### src/rtl/product_acc_pkg.sv
// Shared types and helpers for the product accumulator that sits behind the
// 4x4 signed/unsigned multiplier.
package product_acc_pkg;

    localparam int DATA_WIDTH    = 4;
    localparam int PROD_WIDTH    = 2 * DATA_WIDTH;
    localparam int MAX_ACC_WIDTH = 64;

    typedef enum logic [1:0] {
        IDLE  = 2'd0,
        ACCUM = 2'd1,
        HOLD  = 2'd2
    } state_t;

    // Extends the low prod_width bits of product to the full return width; the
    // caller truncates to its own accumulator width.
    function automatic logic [MAX_ACC_WIDTH-1:0] ext_product(
        input logic [MAX_ACC_WIDTH-1:0] product,
        input int unsigned              prod_width,
        input logic                     signed_mode
    );
        logic [MAX_ACC_WIDTH-1:0] mask;
        logic                     sign_bit;
        mask     = (MAX_ACC_WIDTH'(1) << prod_width) - MAX_ACC_WIDTH'(1);
        sign_bit = (product & (MAX_ACC_WIDTH'(1) << (prod_width - 1))) != '0;
        if (signed_mode && sign_bit) begin
            return product | ~mask;
        end
        return product & mask;
    endfunction

endpackage

### src/rtl/product_accumulator.sv
// Sums a batch of multiplier products into a wrapping accumulator and holds the
// total, with a sticky overflow flag, until the downstream accepts it.
module product_accumulator #(
    parameter int DATA_WIDTH  = 4,
    parameter int ACC_WIDTH   = 16,
    parameter int COUNT_WIDTH = 4
) (
    input  logic                    clk,
    input  logic                    rst,
    input  logic                    in_valid,
    output logic                    in_ready,
    input  logic                    in_signed,
    input  logic [2*DATA_WIDTH-1:0] product,
    input  logic [COUNT_WIDTH-1:0]  len,
    output logic                    out_valid,
    input  logic                    out_ready,
    output logic [ACC_WIDTH-1:0]    acc_out,
    output logic                    out_overflow,
    output logic                    busy
);
    import product_acc_pkg::*;

    localparam int                     PRODW   = 2 * DATA_WIDTH;
    localparam logic [COUNT_WIDTH-1:0] CNT_ONE = COUNT_WIDTH'(1);

    state_t                 state_q, state_d;
    logic [ACC_WIDTH-1:0]   acc_q, acc_d;
    logic                   ovf_q, ovf_d;
    logic [COUNT_WIDTH-1:0] remaining_q, remaining_d;
    logic                   signed_q, signed_d;

    logic                   beat;
    logic                   sign_mode;
    logic [ACC_WIDTH-1:0]   ext_val;
    logic [ACC_WIDTH:0]     sum;
    logic                   add_ovf;
    logic [COUNT_WIDTH-1:0] eff_len;

    // NOTE: state registers use non-blocking assignments so every flop samples
    // the pre-edge values computed by the combinational processes.
    always_ff @(posedge clk or posedge rst) begin
        if (rst) begin
            state_q     <= IDLE;
            acc_q       <= '0;
            ovf_q       <= 1'b0;
            remaining_q <= '0;
            signed_q    <= 1'b0;
        end else begin
            state_q     <= state_d;
            acc_q       <= acc_d;
            ovf_q       <= ovf_d;
            remaining_q <= remaining_d;
            signed_q    <= signed_d;
        end
    end

    assign beat = in_valid && in_ready;

    // The first beat of a batch must use the live in_signed, later beats the captured mode.
    always_comb begin
        sign_mode = (state_q == IDLE) ? in_signed : signed_q;
        ext_val   = ACC_WIDTH'(ext_product(MAX_ACC_WIDTH'(product), PRODW, sign_mode));
        sum       = {1'b0, acc_q} + {1'b0, ext_val};
        if (signed_q) begin
            add_ovf = (acc_q[ACC_WIDTH-1] == ext_val[ACC_WIDTH-1]) &&
                      (sum[ACC_WIDTH-1] != acc_q[ACC_WIDTH-1]);
        end else begin
            add_ovf = sum[ACC_WIDTH];
        end
        eff_len = (len == '0) ? CNT_ONE : len;
    end

    // NOTE: every output of a combinational block gets a default first, so no
    // path through the case can leave it unassigned and infer a latch.
    always_comb begin
        state_d = state_q;
        case (state_q)
            IDLE: begin
                if (beat) begin
                    state_d = (eff_len == CNT_ONE) ? HOLD : ACCUM;
                end
            end
            ACCUM: begin
                if (beat && remaining_q == CNT_ONE) begin
                    state_d = HOLD;
                end
            end
            HOLD: begin
                if (out_ready) begin
                    state_d = IDLE;
                end
            end
            default: state_d = IDLE;
        endcase
    end

    always_comb begin
        acc_d       = acc_q;
        ovf_d       = ovf_q;
        remaining_d = remaining_q;
        signed_d    = signed_q;
        if (beat) begin
            if (state_q == IDLE) begin
                signed_d    = in_signed;
                acc_d       = ext_val;
                ovf_d       = 1'b0;
                remaining_d = eff_len - CNT_ONE;
            end else begin
                acc_d       = sum[ACC_WIDTH-1:0];
                ovf_d       = ovf_q | add_ovf;
                remaining_d = remaining_q - CNT_ONE;
            end
        end
    end

    always_comb begin
        in_ready     = (state_q != HOLD);
        out_valid    = (state_q == HOLD);
        busy         = (state_q != IDLE);
        acc_out      = acc_q;
        out_overflow = ovf_q;
    end

endmodule
### config.mk
export PLATFORM = sky130hd
export DESIGN_NAME = product_accumulator
export DESIGN_NICKNAME = d
export VERILOG_FILES = /design/src/rtl/product_acc_pkg.sv /design/src/rtl/product_accumulator.sv
export SDC_FILE = /design/constraint.sdc
export NUM_CORES = 1
export LEC_CHECK = 0
export ABC_AREA = 1
export CAP_MARGIN = 10
export CORE_ASPECT_RATIO = 1.1
export CORE_UTILIZATION = 53
export DETAILED_ROUTE_END_ITERATION = 8
export PLACE_DENSITY = 0.8
export SETUP_SLACK_MARGIN = 0.5
export SLEW_MARGIN = 20
export SYNTH_ARGS = -nofsm -noshare
export SYNTH_HDL_FRONTEND = slang
export SYNTH_SLANG_ARGS = --single-unit
export TNS_END_PERCENT = 5
### constraint.sdc
create_clock -name clk -period 3.21 [get_ports clk]
set_input_delay 0.642 -clock clk [delete_from_list [all_inputs] [get_ports clk]]
set_output_delay 0.642 -clock clk [all_outputs]
set_load 0.005 [all_outputs]
# Word-level counts from Yosys, hierarchy flattened
# Cells that the tools add are included.
[word_totals] regBits=24 input_bits=17 word_cells=41
[classes] mux=14 bitwise=1 eq_ne=10 n_reduce_logical=8 add_sub_neg=3
[ops] op="$mux 16" n=3
[ops] op="$add 16x16->17" n=1
[ops] op="$eq 4x1->1 const B" n=2
[ops] op="$mux 2" n=4
[ops] op="$mux 4" n=2
[ops] op="$sub 4x1->4 const B" n=2
[ops] op="$ne 2x2->1 const B" n=3
[ops] op="$pmux 2 s3" n=1
[ops] op="$logic_and 1x1->1" n=4
[ops] op="$logic_not 4->1" n=1
[ops] op="$mux 1" n=4
[ops] op="$reduce_and 3->1" n=1
[ops] op="$eq 2x1->1 const B" n=1
[ops] op="$eq 2x2->1 const B" n=1
[ops] op="$logic_not 2->1" n=1
[ops] op="$ne 2x1->1 const B" n=1
[ops] op="$reduce_bool 2->1" n=1
[ops] op="$eq 1x1->1" n=1
[ops] op="$ne 1x1->1" n=1
[ops] op="$or 1x1->1" n=1

# Longest topological paths before layout
# Gate-level depths: netlist (run 1).
[logic_depth] word_depth=11 mapped_depth=17 ltp_nobuf=16

# Worst setup path before layout (run 1)
# OpenSTA, ideal clock, no wires.
[synth_path] path_kind="reg-to-reg" from="register state_q[0]" to="register ovf_q, in the netlist out_overflow" required_time_ns=3.137 arrival_time_ns=2.812 path_stages_with_launch=18 path_slack_ns=0.325 synth_period_minus_slack_ns=2.885 path_cell_list="dfrtp_1 > nor2_4 > inv_1 > buf_4 > buf_4 > a211oi_1 > ha_1 > nand2_1 > inv_1 > nand2_1 > nand2_1 > a21oi_1 > nand2_1 > nand2_1 > nand3_1 > nand2_1 > nand2_1 > a21oi_2"
[synth_between] elab_chain_len=11
[synth_lines] item="start, declared" line_no="product_accumulator.sv:26" text="state_t state_q, state_d;"
[synth_lines] item="start signal, assigned" line_no="product_accumulator.sv:49" text="state_q <= state_d;"
[synth_lines] item="$logic_not 2->1" line_no="product_accumulator.sv:61, product_accumulator.sv:103"
[synth_lines] item="$mux 1"
[synth_lines] item="$logic_and 1x1->1" line_no="product_acc_pkg.sv:26" text="if (signed_mode && sign_bit) begin"
[synth_lines] item="$mux 1" line_no="product_acc_pkg.sv:26"
[synth_lines] item="$mux 16" line_no="product_acc_pkg.sv:29" text="return product & mask;"
[synth_lines] item="$add 16x16->17" line_no="product_accumulator.sv:63" text="sum = {1'b0, acc_q} + {1'b0, ext_val};"
[synth_lines] item="$ne 1x1->1" line_no="product_accumulator.sv:66" text="(sum[ACC_WIDTH-1] != acc_q[ACC_WIDTH-1]);"
[synth_lines] item="$logic_and 1x1->1" line_no="product_accumulator.sv:65" text="add_ovf = (acc_q[ACC_WIDTH-1] == ext_val[ACC_WIDTH-1]) &&"
[synth_lines] item="$mux 1" line_no="product_accumulator.sv:64" text="if (signed_q) begin"
[synth_lines] item="$or 1x1->1" line_no="product_accumulator.sv:110" text="ovf_d = ovf_q | add_ovf;"
[synth_lines] item="$mux 1" line_no="product_accumulator.sv:103" text="if (state_q == IDLE) begin"
[synth_lines] item="end signal, assigned" line_no="product_accumulator.sv:51" text="ovf_q <= ovf_d;"
[synth_lines] item="end, declared" line_no="product_accumulator.sv:28" text="logic ovf_q, ovf_d;"
# Several ways; a longest one is shown, not always the timed one.
# A chain may end at the register's enable or synchronous reset.

# Worst setup path after layout (run 1)
[layout_path] from="input product[7]" to="register acc_q[12], in the netlist acc_out[12]"
[layout_between] elab_chain_len=5
[layout_lines] item="start, declared" line_no="product_accumulator.sv:13" text="input logic [2*DATA_WIDTH-1:0] product,"
[layout_lines] item="$logic_and 1x1->1" line_no="product_acc_pkg.sv:26"
[layout_lines] item="$mux 1" line_no="product_acc_pkg.sv:26"
[layout_lines] item="$mux 16 *" line_no="product_acc_pkg.sv:29"
[layout_lines] item="$add 16x16->17" line_no="product_accumulator.sv:63"
[layout_lines] item="$mux 16 *" line_no="product_accumulator.sv:103"
[layout_lines] item="end signal, assigned" line_no="product_accumulator.sv:44" text="acc_q <= '0;"
[layout_lines] item="end signal, assigned" line_no="product_accumulator.sv:50" text="acc_q <= acc_d;"
[layout_lines] item="end, declared" line_no="product_accumulator.sv:27" text="logic [ACC_WIDTH-1:0] acc_q, acc_d;"
# Every way passes the cells marked *; elsewhere a longest branch is shown, timed or not. The select of a mux whose other input is x is not followed.

==> summary.md, run 1 <==
| Metric | Value |
|---|---|
| Final period util | `81.0%` |
| Share of the yosys chip area belonging to registers | `29.0%` |
| Post-route cell area | `2610 um^2` |
| Register bit count reported by yosys | `24` |
| Final critical-path setup slack | `0.611 ns` |
| # rows | `23` |
| Largest clock skew in the final design | `0.00555 ns` |
| Share of final-layout standard cells stronger than drive strength 1 | `8.55%` |
| Final setup violation count | `0` |
| Arrival time at the worst endpoint | `2.77 ns` |
| Synthesized area per cell | `6.87 um^2` |
| Ports | `37` |
| Actual slew at the worst max-slew pin | `0.986 ns` |
| Clock Tree Buf Depth | `2` |
| Clock tree from TritonCTS | `yes` |
| Startpoint type of the worst setup path | `input port` |
| Number of detailed-route iterations in the first pass | `4` |
| Hold Crit Class | `flop to flop` |
| Most common cell after layout, fill and taps aside | `sky130_fd_sc_hd__nand2_1` |
| Area of the mapped netlist | `2070 um^2` |
| Number of cells on the worst hold path | `2` |
| Total power per unit cell area | `1120 nW/um^2` |
| Maximum level of the CTS H-tree | `1` |
| Worst slew margin | `34.2%` |
| Instance area after placement | `2490 um^2` |
| Combined global-route utilization of all metal layers | `27.3%` |
| 1st-iter DRT viols | `139` |
| Clock buffer count from CTS | `3` |
| DR vias | `2084` |
| Critical Path RT | `3.38 ns` |
| Detailed-placement wirelength estimate | `3890 um` |
| Total number of yosys warnings | `0` |
| Total of max-cap violations | `0` |
| Wire length the detailed router placed on met1 | `2290 um` |
| Clk Tree Root Cell | `sky130_fd_sc_hd__clkbuf_8` |
| Hold Buf Count CTS | `0` |
| Remaining global-route overflow | `0` |
| Final estimated routing congestion in global placement | `0.915` |
| Maximum ir drop on the vdd rail | `0.498 mV` |
| Sum of negative setup slack | `0 ns` |
| Port-buffer cells | `36` |
| Remaining antenna violation count | `0` |
| Reg-to-reg critical path endpoint | `acc_out[12]` |
| Routed wire length on met3 | `184 um` |
| Final critical delay including setup and external delays | `2.60 ns` |
| Uppermost routed layer | `met4` |
| Core outline area | `3680 um^2` |
| Antenna fix cells | `0` |
| Max frequency | `385 MHz` |
| Wire length of the first global-routing pass | `8560 um` |
| Slew Limit Fails | `0` |
| # DRC | `0` |
| Highest fanout seen on the critical path | `8` |
| Synth-to-layout area growth | `26.0%` |
| Hold Crit Endpoint | `acc_out[2]` |
| Run status | `complete, no violations` |
| RSZ-0062 raised after global routing | `true` |
| Flop-to-flop setup slack | `0.72 ns` |
| Vias per cell | `5.36` |
| Top library cells by usage in the layout, fill and taps aside | `67 x sky130_fd_sc_hd__nand2_1, 40 x sky130_fd_sc_hd__inv_1, 39 x sky130_fd_sc_hd__a21oi_1` |
| Wire length after detailed routing | `5130 um` |
| Latest clock arrival within the worst-skew pair | `0.27 ns` |
| # Post-CTS Setup Buffers | `0` |
| WL met2 | `2600 um` |
| Synth area leader | `sky130_fd_sc_hd__dfrtp_1` |
| Area share of the largest cell type after synthesis | `29.0%` |
| Crit end category | `flop` |
| Share of flip-flops with an asynchronous set or reset | `100%` |
| Unique masters post-synth | `35` |
| Die boundary width | `61.6 um` |
| Top flip-flop cell by instance count after synthesis | `sky130_fd_sc_hd__dfrtp_1` |
| Reg-to-reg critical path startpoint | `state_q[0]` |
| Hold Crit Start | `acc_out[2]` |
| Die height | `67.5 um` |
| Number of failing hold endpoints at the final stage | `0` |
| Instance count of the mapped netlist | `301` |
| DIE AREA | `4160 um^2` |
| Pre-CTS setup slack | `0.367 ns` |
| Total chip power | `2.92 mW` |
| Layout Nets | `378` |
| Maximum number of pins on one net before global-route repair | `25` |
| R2R cell count | `14` |
| Leak | `1.27 nW` |
| Synth area leaders | `sky130_fd_sc_hd__dfrtp_1 29%, sky130_fd_sc_hd__nand2_1 12%, sky130_fd_sc_hd__ha_1 12%` |
| Wirelength per Cell | `13.2 um` |
| Worst setup path category | `input port to flop` |
| Initial core utilization | `56.1%` |
| Antenna violations before repair | `0` |
| Number of flops mapped to enable cells by yosys | `0` |
| Filler instances | `346` |
| Syn nets | `339` |
| CTS Sinks | `24` |
| Clk slew on worst S/H paths | `0.10 ns` |
| Number of global-route vias before repair | `1949` |
==> sequential cells by signal, indices dropped and copies added (netlist names) <==
| register | count |
|---|---|
| remaining_q | 4 |
| acc_out | 16 |
| state_q | 2 |
| signed_q | 1 |
| out_overflow | 1 |
==> worst max path at each step <==
| stage | start | to | slack [ns] | cells past startpoint |
|---|---|---|---|---|
| final | product[7] | acc_out[12] | 0.61 | 13 |
| after global routing | product[7] | acc_out[14] | 0.47 | 12 |
| after CTS | product[7] | acc_out[15] | 0.66 | 12 |
| after detailed placement | product[7] | out_overflow | 0.37 | 14 |
| after global placement | product[7] | out_overflow | 0.39 | 14 |
| after floorplan | state_q[0] | out_overflow | 0.58 | 17 |
==> routing by layer <==
| metal | vias to the layer above | GRT usage [%] |
|---|---|---|
| met5 | - | 0 |
| met4 | 0 | 7.22 |
| met3 | 6 | 2.49 |
| met2 | 43 | 47.2 |
| li1 | 1060 | - |
| met1 | 975 | 36.0 |
==> logic make-up after synthesis <==
kind of cell    Yosys count  share of synthesized area (%)
fa+ha+maj                21                           13.1
xor+xnor                  7                           2.96
flops                    24                           29.0
simple gates            133                           27.2
compound gates           69                           18.4
buf+inv                  47                           9.38
==> Yosys cell counts, types with 2 or more instances <==
cell type,number
sky130_fd_sc_hd__a21oi_1,41
sky130_fd_sc_hd__a21oi_2,3
sky130_fd_sc_hd__a31oi_1,3
sky130_fd_sc_hd__buf_2,2
sky130_fd_sc_hd__buf_4,2
sky130_fd_sc_hd__dfrtp_1,24
sky130_fd_sc_hd__ha_1,20
sky130_fd_sc_hd__inv_1,40
sky130_fd_sc_hd__nand2_1,67
sky130_fd_sc_hd__nand2_2,3
sky130_fd_sc_hd__nand3_1,17
sky130_fd_sc_hd__nor2_1,34
sky130_fd_sc_hd__nor3_1,2
sky130_fd_sc_hd__o21ai_0,14
sky130_fd_sc_hd__or2_2,3
sky130_fd_sc_hd__xor2_1,7
==> metrics by stage <==
step,hold WS [ns],cells,util (%)
final,0.548,389,70.7
after global routing,0.579,389,70.7
after CTS,0.551,389,69.0
after detailed placement,0.523,385,67.5
after global placement,0.509,385,67.5
after floorplan,0.501,301,-
==> repair_timing <==
| action | CTS | global route |
|---|---|---|
| resized for setup | 0 | 8 |
| endpoints found under the setup margin | 0 | 5 |
| hold endpoints to repair | 0 | 0 |
==> worst max-delay path, stage by stage <==
cell                              delay (ns)
sky130_fd_sc_hd__clkdlybuf4s50_1        0.48
sky130_fd_sc_hd__inv_1                  0.06
sky130_fd_sc_hd__a211oi_2               0.21
sky130_fd_sc_hd__buf_6                  0.19
sky130_fd_sc_hd__ha_1                   0.29
sky130_fd_sc_hd__a21oi_1                0.22
sky130_fd_sc_hd__o21ai_0                0.19
sky130_fd_sc_hd__inv_1                  0.08
sky130_fd_sc_hd__nand2_1                0.10
sky130_fd_sc_hd__nor2_1                 0.11
sky130_fd_sc_hd__nor2_1                 0.05
sky130_fd_sc_hd__nand2_1                0.08
sky130_fd_sc_hd__a21oi_2                0.05
==> final cells by class <==
| cell class | count | area [um^2] | share of cell area (%) |
|---|---|---|---|
| Tap cell | 50 | 62.6 | 2.40 |
| Multi-Input combinational cell | 230 | 1340 | 51.4 |
| Timing Repair Buffer | 40 | 394 | 15.1 |
| Clock buffer | 4 | 55.1 | 2.11 |
| Sequential cell | 24 | 601 | 23.1 |
| Inverter | 41 | 154 | 5.91 |
==> where the power goes <==
part           internal (mW)  leakage [nW]  switching (mW)
Clock                  0.110        0.0288           0.109
Combinational          0.915         0.961            1.17
Sequential             0.458         0.282           0.158
Power figures use the tool's default switching activity.
==> run 2, diff against run 1 <==
Clock period 3.21 ns to 2.6 ns, I/O delays scaled along.
==> run 2 against run 1 <==
Clock power rose by 22%. Clock skew fell by 0.00084 ns. Worst setup slack got worse by 0.32 ns. Global-route usage grew 5.4 points. Die area unchanged. Routed wire length up 24%. Worst hold slack worse by 0.021 ns. Cell count is 8.0% higher. Cell area increased by 17%. Total power rose by 61%. Critical endpoint is now acc_out[9].
==> summary.md, run 2 (synthesized netlist as in run 1, its figures left out) <==
| Metric | Value |
|---|---|
| Run status | `complete, no violations` |
| Maximum level of the CTS H-tree | `1 (unchanged)` |
| Die height | `67.5 um (unchanged)` |
| Port-buffer cells | `36 (unchanged)` |
| Clock tree from TritonCTS | `yes` |
| Hold Buf Count CTS | `0 (unchanged)` |
| Number of global-route vias before repair | `2211 (+13%)` |
| Clock Tree Buf Depth | `2 (unchanged)` |
| Remaining antenna violation count | `0 (unchanged)` |
| Leak | `1.45 nW (+14%)` |
| Vias per cell | `5.54 (+3.4%)` |
| Top library cells by usage in the layout, fill and taps aside | `53 x sky130_fd_sc_hd__nand2_1, 36 x sky130_fd_sc_hd__inv_1, 34 x sky130_fd_sc_hd__buf_4` |
| Total of max-cap violations | `0 (unchanged)` |
| # rows | `23 (unchanged)` |
| Antenna violations before repair | `0 (unchanged)` |
| # DRC | `0 (unchanged)` |
| Most common cell after layout, fill and taps aside | `sky130_fd_sc_hd__nand2_1` |
| Storage cell area | `602 um^2 (+0.21%)` |
| Worst slew margin | `68.7% (+34 points)` |
| Die boundary width | `61.6 um (unchanged)` |
| Number of detailed-route iterations in the first pass | `6 (+2)` |
| Max frequency | `433 MHz` |
| Worst setup path category | `flop to flop` |
| Highest fanout seen on the critical path | `8 (unchanged)` |
| DR vias | `2327 (+12%)` |
| Maximum ir drop on the vdd rail | `0.788 mV (+58%)` |
| Total chip power | `4.70 mW (+61%)` |
| Startpoint type of the worst setup path | `flop` |
| Share of final-layout standard cells stronger than drive strength 1 | `27.3% (+19 points)` |
| Crit end category | `flop` |
| Total power per unit cell area | `1540 nW/um^2 (+37%)` |
| Remaining global-route overflow | `0 (unchanged)` |
| Filler instances | `227 (-34%)` |
| Wire length after detailed routing | `6350 um (+24%)` |
| Gate family responsible for the most delay along the worst path | `buffers and inverters` |
| Final estimated routing congestion in global placement | `0.966 (+5.6%)` |
| Clk slew on worst S/H paths | `0.09 ns (about the same)` |
| Hold Crit Class | `flop to flop` |
| Layout Nets | `409 (+8.2%)` |
| Clk Tree Root Cell | `sky130_fd_sc_hd__clkbuf_8` |
| Reg-to-reg critical path startpoint | `state_q[0]` |
| Final critical-path setup slack | `0.293 ns (-0.319 ns)` |
| Number of flip-flops under the largest register name | `16 (unchanged)` |
| Slew Limit Fails | `0 (unchanged)` |
| DIE AREA | `4160 um^2 (unchanged)` |
| Antenna fix cells | `0 (unchanged)` |
| Arrival time at the worst endpoint | `2.51 ns (-0.26 ns)` |
| Final setup violation count | `0 (unchanged)` |
| Core outline area | `3680 um^2 (unchanged)` |
| Synth-to-layout area growth | `47.6%` |
| Critical Path RT | `2.81 ns (-0.57 ns)` |
| RSZ-0062 raised after global routing | `true` |
| Actual slew at the worst max-slew pin | `0.470 ns (-0.516 ns)` |
| Highest-delay cell along the critical path | `sky130_fd_sc_hd__dfrtp_2` |
| Final period util | `88.7%` |
| Reg-to-reg critical path endpoint | `acc_out[9]` |
| Worst path bufs/invs | `5 (+1)` |
| Area of the multi-input gates | `1550 um^2 (+16%)` |
| Latest clock arrival within the worst-skew pair | `0.27 ns (about the same)` |
| Levels on crit path | `14 (+1)` |
| First element of the critical path | `state_q[0]` |
| Number of failing hold endpoints at the final stage | `0 (unchanged)` |
| Clock buffer count from CTS | `3 (unchanged)` |
| Wirelength per Cell | `15.1 um (+15%)` |
| Worst hold slack | `0.527 ns (-0.0210 ns)` |
| Combined global-route utilization of all metal layers | `32.7% (+5.4 points)` |
| Largest clock skew in the final design | `0.00471 ns (-0.000838 ns)` |
| 1st-iter DRT viols | `134 (-3.6%)` |
| R2R cell count | `14 (unchanged)` |
| CTS Sinks | `24 (unchanged)` |
| Critical-path cell list | `nor2_4, inv_4, a211oi_4, buf_6, ha_4, nand2_4, buf_4, nand3_2, buf_4, a21oi_1, inv_1, nand2_1, nand3_1, a21oi_1` |
| Wire length of the first global-routing pass | `9920 um (+16%)` |
| Maximum number of pins on one net before global-route repair | `25 (unchanged)` |
| Worst setup path endpoint | `acc_out[9]` |
| Flop-to-flop setup slack | `0.29 ns (-0.43 ns)` |
| Final critical delay including setup and external delays | `2.31 ns` |
| CP peak stage delay | `0.43 ns (-0.05 ns)` |
| Detailed-placement wirelength estimate | `3970 um (+2.1%)` |
| Post-route core utilization | `82.8% (+12 points)` |
| Ports | `37 (unchanged)` |
| Pre-CTS setup slack | `-0.165 ns (-0.532 ns)` |
| Initial core utilization | `56.1% (unchanged)` |
-- run 2: worst register-to-register path, cell delays in order, from the launching register on --
cell                       delay, ns
sky130_fd_sc_hd__dfrtp_2        0.43
sky130_fd_sc_hd__nor2_4         0.14
sky130_fd_sc_hd__inv_4          0.07
sky130_fd_sc_hd__a211oi_4       0.24
sky130_fd_sc_hd__buf_6          0.21
sky130_fd_sc_hd__ha_4           0.25
sky130_fd_sc_hd__nand2_4        0.08
sky130_fd_sc_hd__buf_4          0.11
sky130_fd_sc_hd__nand3_2        0.10
sky130_fd_sc_hd__buf_4          0.15
sky130_fd_sc_hd__a21oi_1        0.15
sky130_fd_sc_hd__inv_1          0.06
sky130_fd_sc_hd__nand2_1        0.05
sky130_fd_sc_hd__nand3_1        0.07
sky130_fd_sc_hd__a21oi_1        0.13
-- run 2: through the flow --
stage / std cells / setup TNS, ns / area, um^2
CTS: 411 / 0 / 2900
global route: 420 / 0 / 3050
floorplan: 301 / 0 / 2080
global placement: 402 / -0.303 / 2620
detailed placement: 402 / -0.651 / 2620
finish: 420 / 0 / 3050
-- run 2: area by class of cell --
type	count	share of cell area [%]
tap	50	2.05
inverter	41	5.21
multi-input combinational	230	50.8
clock buffer	4	1.80
sequential	24	19.7
timing repair buffer	71	20.4
-- run 2: repair_timing --
item / in CTS / in global routing
setup buffers: 5 / 9
pin swaps: 15 / 18
gates resized for setup: 39 / 27
endpoints found under the setup margin: 12 / 13
-- run 2: worst min-delay path by stage --
stage	from	endpoint	slack, ns	cells past startpoint
2_1_floorplan	acc_out[0]	acc_out[0]	0.50	2
3_3_place_gp	acc_out[0]	acc_out[0]	0.50	2
3_5_place_dp	acc_out[2]	acc_out[2]	0.51	2
4_1_cts	acc_out[2]	acc_out[2]	0.54	2
5_1_grt	acc_out[0]	acc_out[0]	0.56	2
6_report	acc_out[2]	acc_out[2]	0.53	2
-- run 2: metal layers --
layer | track usage [%] | wire length (um) | up-vias
li1 | - | - | 1119
met1 | 37.8 | 2560 | 1082
met2 | 55.1 | 3250 | 93
met3 | 6.51 | 287 | 33
met4 | 19.2 | 260 | 0
met5 | 0 | 0 | -
-- run 2: power by group --
group	leakage, nW	switching [mW]	internal [mW]
Clock	0.0288	0.130	0.136
Combinational	1.14	1.94	1.73
Sequential	0.281	0.196	0.567
